--- config.mk ---
export PLATFORM = sky130hd
export DESIGN_NAME = div_ctrl_flat
export DESIGN_NICKNAME = d
export VERILOG_FILES = /design/src/rtl/div_ctrl_if.sv /design/src/rtl/div_ctrl.sv /design/src/flat_wrapper.sv
export SDC_FILE = /design/constraint.sdc
export NUM_CORES = 1
export LEC_CHECK = 0
export CORE_MARGIN = 4
export CORE_UTILIZATION = 45
export CTS_BUF_LIST = sky130_fd_sc_hd__clkbuf_16
export DETAILED_ROUTE_END_ITERATION = 10
export PLACE_DENSITY = 0.66
export SLEW_MARGIN = 20
export SYNTH_ARGS = -nofsm -noshare
export SYNTH_HDL_FRONTEND = slang
export SYNTH_SLANG_ARGS = --single-unit
--- constraint.sdc ---
create_clock -name clk -period 11.1 [get_ports clk]
set_clock_uncertainty 0.15 [all_clocks]
set_input_delay 2.22 -clock clk [delete_from_list [all_inputs] [get_ports clk]]
set_output_delay 2.22 -clock clk [all_outputs]
set_load 0.05 [all_outputs]
--- src/rtl/div_ctrl_if.sv ---
// Handshake bundle between the EX stage and the multi-cycle divider.
// The pipeline side uses the master modport; the divider uses slave.
interface div_ctrl_if #(
    parameter int WIDTH = 32
);
    logic                 start_i;
    logic                 signed_i;
    logic [WIDTH-1:0]     opdata1_i;
    logic [WIDTH-1:0]     opdata2_i;
    logic                 annul_i;
    logic [2*WIDTH-1:0]   result_o;
    logic                 ready_o;
    logic                 stallreq_o;

    modport master (
        output start_i, signed_i, opdata1_i, opdata2_i, annul_i,
        input  result_o, ready_o, stallreq_o
    );

    modport slave (
        input  start_i, signed_i, opdata1_i, opdata2_i, annul_i,
        output result_o, ready_o, stallreq_o
    );
endinterface

--- src/rtl/div_ctrl.sv ---
// Multi-cycle DIV/DIVU sequencer: latches operand magnitudes, runs WIDTH restoring
// steps, applies the sign fix on the last step and holds {rem, quo} until EX drops start.
module div_ctrl #(
    parameter int WIDTH = 32
) (
    input  logic       clk,
    input  logic       rst_n,
    div_ctrl_if.slave  bus
);
    localparam int CW = (WIDTH > 1) ? $clog2(WIDTH) : 1;
    localparam int PW = 2 * WIDTH + 1;

    typedef enum logic [1:0] {
        IDLE   = 2'd0,
        BYZERO = 2'd1,
        ON     = 2'd2,
        END    = 2'd3
    } state_t;

    state_t               state_q, state_d;
    logic [CW-1:0]        cnt_q, cnt_d;
    logic [PW-1:0]        part_q, part_d;
    logic [WIDTH-1:0]     divisor_q, divisor_d;
    logic                 quo_neg_q, quo_neg_d;
    logic                 rem_neg_q, rem_neg_d;
    logic [2*WIDTH-1:0]   result_q, result_d;

    logic [WIDTH-1:0]     abs_a, abs_b;
    logic [WIDTH+1:0]     step_top, step_diff;
    logic [PW-1:0]        step_part;
    logic [WIDTH-1:0]     quo_raw, rem_raw, quo_fix, rem_fix;

    assign abs_a = (bus.signed_i && bus.opdata1_i[WIDTH-1]) ? -bus.opdata1_i : bus.opdata1_i;
    assign abs_b = (bus.signed_i && bus.opdata2_i[WIDTH-1]) ? -bus.opdata2_i : bus.opdata2_i;

    // One restoring step: shift partial remainder left, subtract divisor if it fits.
    assign step_top  = part_q[PW-1:WIDTH-1];
    assign step_diff = step_top - {2'b00, divisor_q};
    assign step_part = step_diff[WIDTH+1] ? {part_q[PW-2:0], 1'b0}
                                          : {step_diff[WIDTH:0], part_q[WIDTH-2:0], 1'b1};

    assign quo_raw = step_part[WIDTH-1:0];
    assign rem_raw = step_part[2*WIDTH-1:WIDTH];
    assign quo_fix = quo_neg_q ? -quo_raw : quo_raw;
    assign rem_fix = rem_neg_q ? -rem_raw : rem_raw;

    always_comb begin
        state_d   = state_q;
        cnt_d     = cnt_q;
        part_d    = part_q;
        divisor_d = divisor_q;
        quo_neg_d = quo_neg_q;
        rem_neg_d = rem_neg_q;
        result_d  = result_q;

        if (bus.annul_i) begin
            state_d  = IDLE;
            cnt_d    = '0;
            result_d = '0;
        end else begin
            unique case (state_q)
                IDLE: begin
                    if (bus.start_i) begin
                        divisor_d = abs_b;
                        part_d    = {{(WIDTH+1){1'b0}}, abs_a};
                        quo_neg_d = bus.signed_i & (bus.opdata1_i[WIDTH-1] ^ bus.opdata2_i[WIDTH-1]);
                        rem_neg_d = bus.signed_i & bus.opdata1_i[WIDTH-1];
                        cnt_d     = '0;
                        state_d   = (bus.opdata2_i == '0) ? BYZERO : ON;
                    end
                end
                BYZERO: begin
                    state_d  = END;
                    result_d = '0;
                end
                ON: begin
                    part_d = step_part;
                    cnt_d  = cnt_q + 1'b1;
                    if (cnt_q == CW'(WIDTH - 1)) begin
                        state_d  = END;
                        result_d = {rem_fix, quo_fix};
                    end
                end
                END: begin
                    if (!bus.start_i) begin
                        state_d  = IDLE;
                        result_d = '0;
                    end
                end
                default: begin
                    state_d  = IDLE;
                    result_d = '0;
                end
            endcase
        end
    end

    always_ff @(posedge clk or negedge rst_n) begin
        if (!rst_n) begin
            state_q   <= IDLE;
            cnt_q     <= '0;
            part_q    <= '0;
            divisor_q <= '0;
            quo_neg_q <= 1'b0;
            rem_neg_q <= 1'b0;
            result_q  <= '0;
        end else begin
            state_q   <= state_d;
            cnt_q     <= cnt_d;
            part_q    <= part_d;
            divisor_q <= divisor_d;
            quo_neg_q <= quo_neg_d;
            rem_neg_q <= rem_neg_d;
            result_q  <= result_d;
        end
    end

    // Reset gating keeps the stall request quiet while the sequencer is held in reset.
    assign bus.stallreq_o = rst_n & bus.start_i & ~bus.annul_i & (state_q != END);
    assign bus.ready_o    = (state_q == END);
    assign bus.result_o   = result_q;
endmodule

--- src/flat_wrapper.sv ---
// flat-port wrapper written by rule: the top's interface ports become plain ports
module div_ctrl_flat 
#(
    parameter int WIDTH = 32
)
  (clk, rst_n, bus_start_i, bus_signed_i, bus_opdata1_i, bus_opdata2_i, bus_annul_i, bus_result_o, bus_ready_o, bus_stallreq_o);
  div_ctrl_if #(.WIDTH(WIDTH)) bus_i ();
  input  logic clk;
  input  logic rst_n;
  input wire logic [$bits(bus_i.start_i)-1:0] bus_start_i;
  input wire logic [$bits(bus_i.signed_i)-1:0] bus_signed_i;
  input wire logic [$bits(bus_i.opdata1_i)-1:0] bus_opdata1_i;
  input wire logic [$bits(bus_i.opdata2_i)-1:0] bus_opdata2_i;
  input wire logic [$bits(bus_i.annul_i)-1:0] bus_annul_i;
  output wire logic [$bits(bus_i.result_o)-1:0] bus_result_o;
  output wire logic [$bits(bus_i.ready_o)-1:0] bus_ready_o;
  output wire logic [$bits(bus_i.stallreq_o)-1:0] bus_stallreq_o;
  assign bus_i.start_i = bus_start_i;
  assign bus_i.signed_i = bus_signed_i;
  assign bus_i.opdata1_i = bus_opdata1_i;
  assign bus_i.opdata2_i = bus_opdata2_i;
  assign bus_i.annul_i = bus_annul_i;
  assign bus_result_o = bus_i.result_o;
  assign bus_ready_o = bus_i.ready_o;
  assign bus_stallreq_o = bus_i.stallreq_o;
  div_ctrl #(.WIDTH(WIDTH)) u_core (.clk(clk), .rst_n(rst_n), .bus(bus_i));
endmodule
==> flow_summary.ini <==
[sta]
min_period_over_period_pct = 57.6
max_freq_mhz = 156
rsz0062_at_grt = no
setup_viol = 0
worstMarginPinSlew_ns = 1.01
hold_slack_ns = 0.330
hold_violations = 0
slew_violations = 0
setup-tns-final_ns = 0
slew-limit-headroom_pct = 32.3
fin_crit_ns = 6.40

[clocking]
cts-htree-levels = 4
cts_buffers = 17
cts_num_sinks = 170
holdBufCountCts = 0
clk_pin_slew_ns = 0.08
cts_tree = yes
cts.repair.resized = 0
post_cts.repair.setup_buffers = 0
clk_path_buf_depth = 2
cts-root-buf = clkbuf_16
clock_latency_ns = 0.44

[power_and_ir_drop]
switching_power_w = 0.00264
p_per_area_nw_per_um2 = 357
share_comb_of_total_power_pct = 65.2
power_frac_clock_pct = 12.6
leakagePower_nw = 5.86
p_sw_share_pct = 53.5
p_seq_share_pct = 22.2
ir_drop_v = 0.000195
power.internal_w = 0.00229

[synth]
ys.flop_type = dfrtp_1
yosysTopAreaCell = dfrtp_1
yosysSeqAreaShare_pct = 36.5
syn_avg_cell_area_um2 = 8.09
yosys.area.top_type_share_pct = 36.5
ys_ff_latch = 170
synth.area.top_cells = dfrtp_1 37%, o21ai_0 8.6%, nand2_1 7.8%
async_reset_ff_share_pct = 100
synth_area_um2 = 11600
synth_fp_nets = 1551
yosysWarnings = 0
synth_edf_count = 0
synth.distinct_cells = 66
synth_cells = 1439

[critical_path]
reg2reg_slack_ns = 5.28
worst_path_most_repeated_cell = clkdlybuf4s50_1
cpMaxStageDelayCell = clkdlybuf4s50_1
r2r_cells = 19
critPathMaxStageDelay_ns = 0.85
crit_path_end_kind = output port
crit_chain = clkdlybuf4s50_1, nor4bb_1, clkdlybuf4s50_1
critPathKind = input pin to output port
startpoint_type = input pin
crit_fanout = 9
crit_required_ns = 8.73
timing.rr.end = u_core.bus.result_o[30]
critPathArrivalTime_ns = 4.03
r2r_start = u_core.divisor_q[20]

[floorplanning]
core_region_area_um2 = 25300
die_h_um = 169
core.rowCount = 58
die_x_um = 169
start_util_pct = 46.0
dieArea_um2 = 28500
pin_count = 135

[detailed_routing]
avgRoutedWirePerCell_um = 17.9
drt-vias-per-instance = 5.65
drc = 0
drtPass1Iterations = 5
drt-total-wl_mm = 33.6
wl_met1_mm = 16.6
wl_met2_mm = 14.7
routed.top_layer = met4
drt_iter0_markers = 986
dr_wl_met3_mm = 1.82
via_count = 10591
ant_nets = 0

[finish]
antenna_cells = 0
syn_to_final_growth_pct = 18.8
ff_latch_area_um2 = 4250
num-fill-cells = 2379
layout-drive-gt1-share_pct = 4.34
multiInputGateArea_um2 = 6910
finalNetCount = 1642

[global_routing]
grt_antenna_before_repair = 0
first_global_vias = 9969
grt_use_total_pct = 23.7
grt_pass1_wl_mm = 54.7
grt-ovfl-total = 0
grt_max_degree = 96

[worst_hold_path]
hold_path_class = flip-flop to flip-flop
hold_start = u_core.bus.result_o[47]
holdPathStages = 2
holdPathEnd = u_core.bus.result_o[47]

[place]
dp_hpwl_mm = 25.2
port_buffers = 134
gp_congestion = 0.969

[outcome]
outcome = completed

[flow_run]
drv_cap = 0
==> registers in the layout, indices dropped and copies added, names as in the netlist <==
| register | cells |
|---|---|
| u_core.part_q | 65 |
| u_core.quo_neg_q | 1 |
| u_core.rem_neg_q | 1 |
| u_core.state_q | 2 |
| u_core.divisor_q | 32 |
| u_core.cnt_q | 5 |
| u_core.bus.result_o | 64 |
==> logic make-up (layout without fill, tap and decap cells) <==
| kind of cell | Yosys count | in the layout | share of synthesized area, % |
|---|---|---|---|
| xor gates and xnor gates | 140 | 140 | 10.5 |
| and+or+nand+nor | 482 | 482 | 19.0 |
| buffers and inverters | 131 | 235 | 4.38 |
| muxes | 26 | 26 | 2.25 |
| AOI/OAI and AO/OA | 447 | 447 | 22.7 |
| DFF | 170 | 170 | 36.5 |
| adders and majority gates | 43 | 43 | 4.68 |
==> final cells by class <==
type	instances	share of cell area, %
clock buffers	17	3.07
clock inverters	15	1.37
multi-input cells	1138	50.0
inverters	58	1.57
repair buffers	145	10.3
flip-flops and latches	170	30.7
well taps	330	2.98
==> power by group through the flow <==
stage	Combinational, W	Clock (W)	Sequential (W)
2_1_floorplan	0.00208	0	0.00130
3_3_place_gp	0.00316	0	0.00109
3_5_place_dp	0.00319	0	0.00110
4_1_cts	0.00321	0.000631	0.00109
5_1_grt	0.00354	0.000659	0.00113
6_report	0.00322	0.000619	0.00110
==> worst max-delay path: cells and delay by family <==
| kind | cells | cell delay, ns |
|---|---|---|
| buf+inv | 2 | 1.44 |
| simple gates | 1 | 0.36 |
==> worst max-delay path by stage <==
stage                     start             end  depth (start not counted)
floorplan           bus_annul_i  bus_stallreq_o                          2
detailed placement  bus_annul_i  bus_stallreq_o                          3
finish              bus_annul_i  bus_stallreq_o                          3
global route        bus_annul_i  bus_stallreq_o                          3
global placement    bus_annul_i  bus_stallreq_o                          3
CTS                 bus_annul_i  bus_stallreq_o                          3
==> layout by cell type (no fill, tap or decap), types with 22 or more instances in the layout <==
master	count
dfrtp_1	170
inv_1	57
o31ai_1	34
nor3_1	23
nor2_1	85
xnor2_1	71
o21ai_0	199
nand2_1	241
ha_1	41
clkdlybuf4s50_1	133
mux2i_1	25
xor2_1	69
a21oi_1	92
o21ai_1	22
==> cells in the mapped netlist, types with 3 or more instances <==
master    instances
nand2_1         242
o21ai_0         199
dfrtp_1         170
a21oi_1          93
nor2_1           85
xnor2_1          71
xor2_1           69
clkbuf_1         65
inv_1            57
ha_1             42
o31ai_1          34
mux2i_1          25
nor3_1           24
o21ai_1          22
nand3_1          20
or3_1            20
nand4_1          15
nor4_1           15
a31oi_1          13
a21o_1           12
nand2b_1         11
or4_1            11
o41ai_1          10
o22ai_1           9
and2_1            8
and3_1            8
a211oi_1          7
o211ai_1          7
o21a_1            7
nand3b_1          5
nor2b_1           5
or2_2             5
a211o_1           4
a22o_1            3
a22oi_1           3
buf_1             3
buf_2             3
o2111a_1          3
==> metrics by stage <==
step | utilization, % | cells | total power (W) | setup WS [ns] | cell area [um2]
floorplan | - | 1439 | 0.00338 | 4.80 | 11600
global placement | 52.2 | 1841 | 0.00425 | 4.74 | 13200
detailed placement | 52.2 | 1841 | 0.00429 | 4.72 | 13200
CTS | 54.6 | 1873 | 0.00493 | 4.68 | 13800
global route | 54.6 | 1873 | 0.00533 | 4.63 | 13800
finish | 54.6 | 1873 | 0.00494 | 4.70 | 13800
==> per-layer routing <==
layer | up-vias | track usage (%)
li1 | 5261 | -
met1 | 4987 | 36.6
met2 | 312 | 35.1
met3 | 31 | 3.32
met4 | 0 | 6.14
met5 | - | 0
Power figures use the tool's default switching activity.
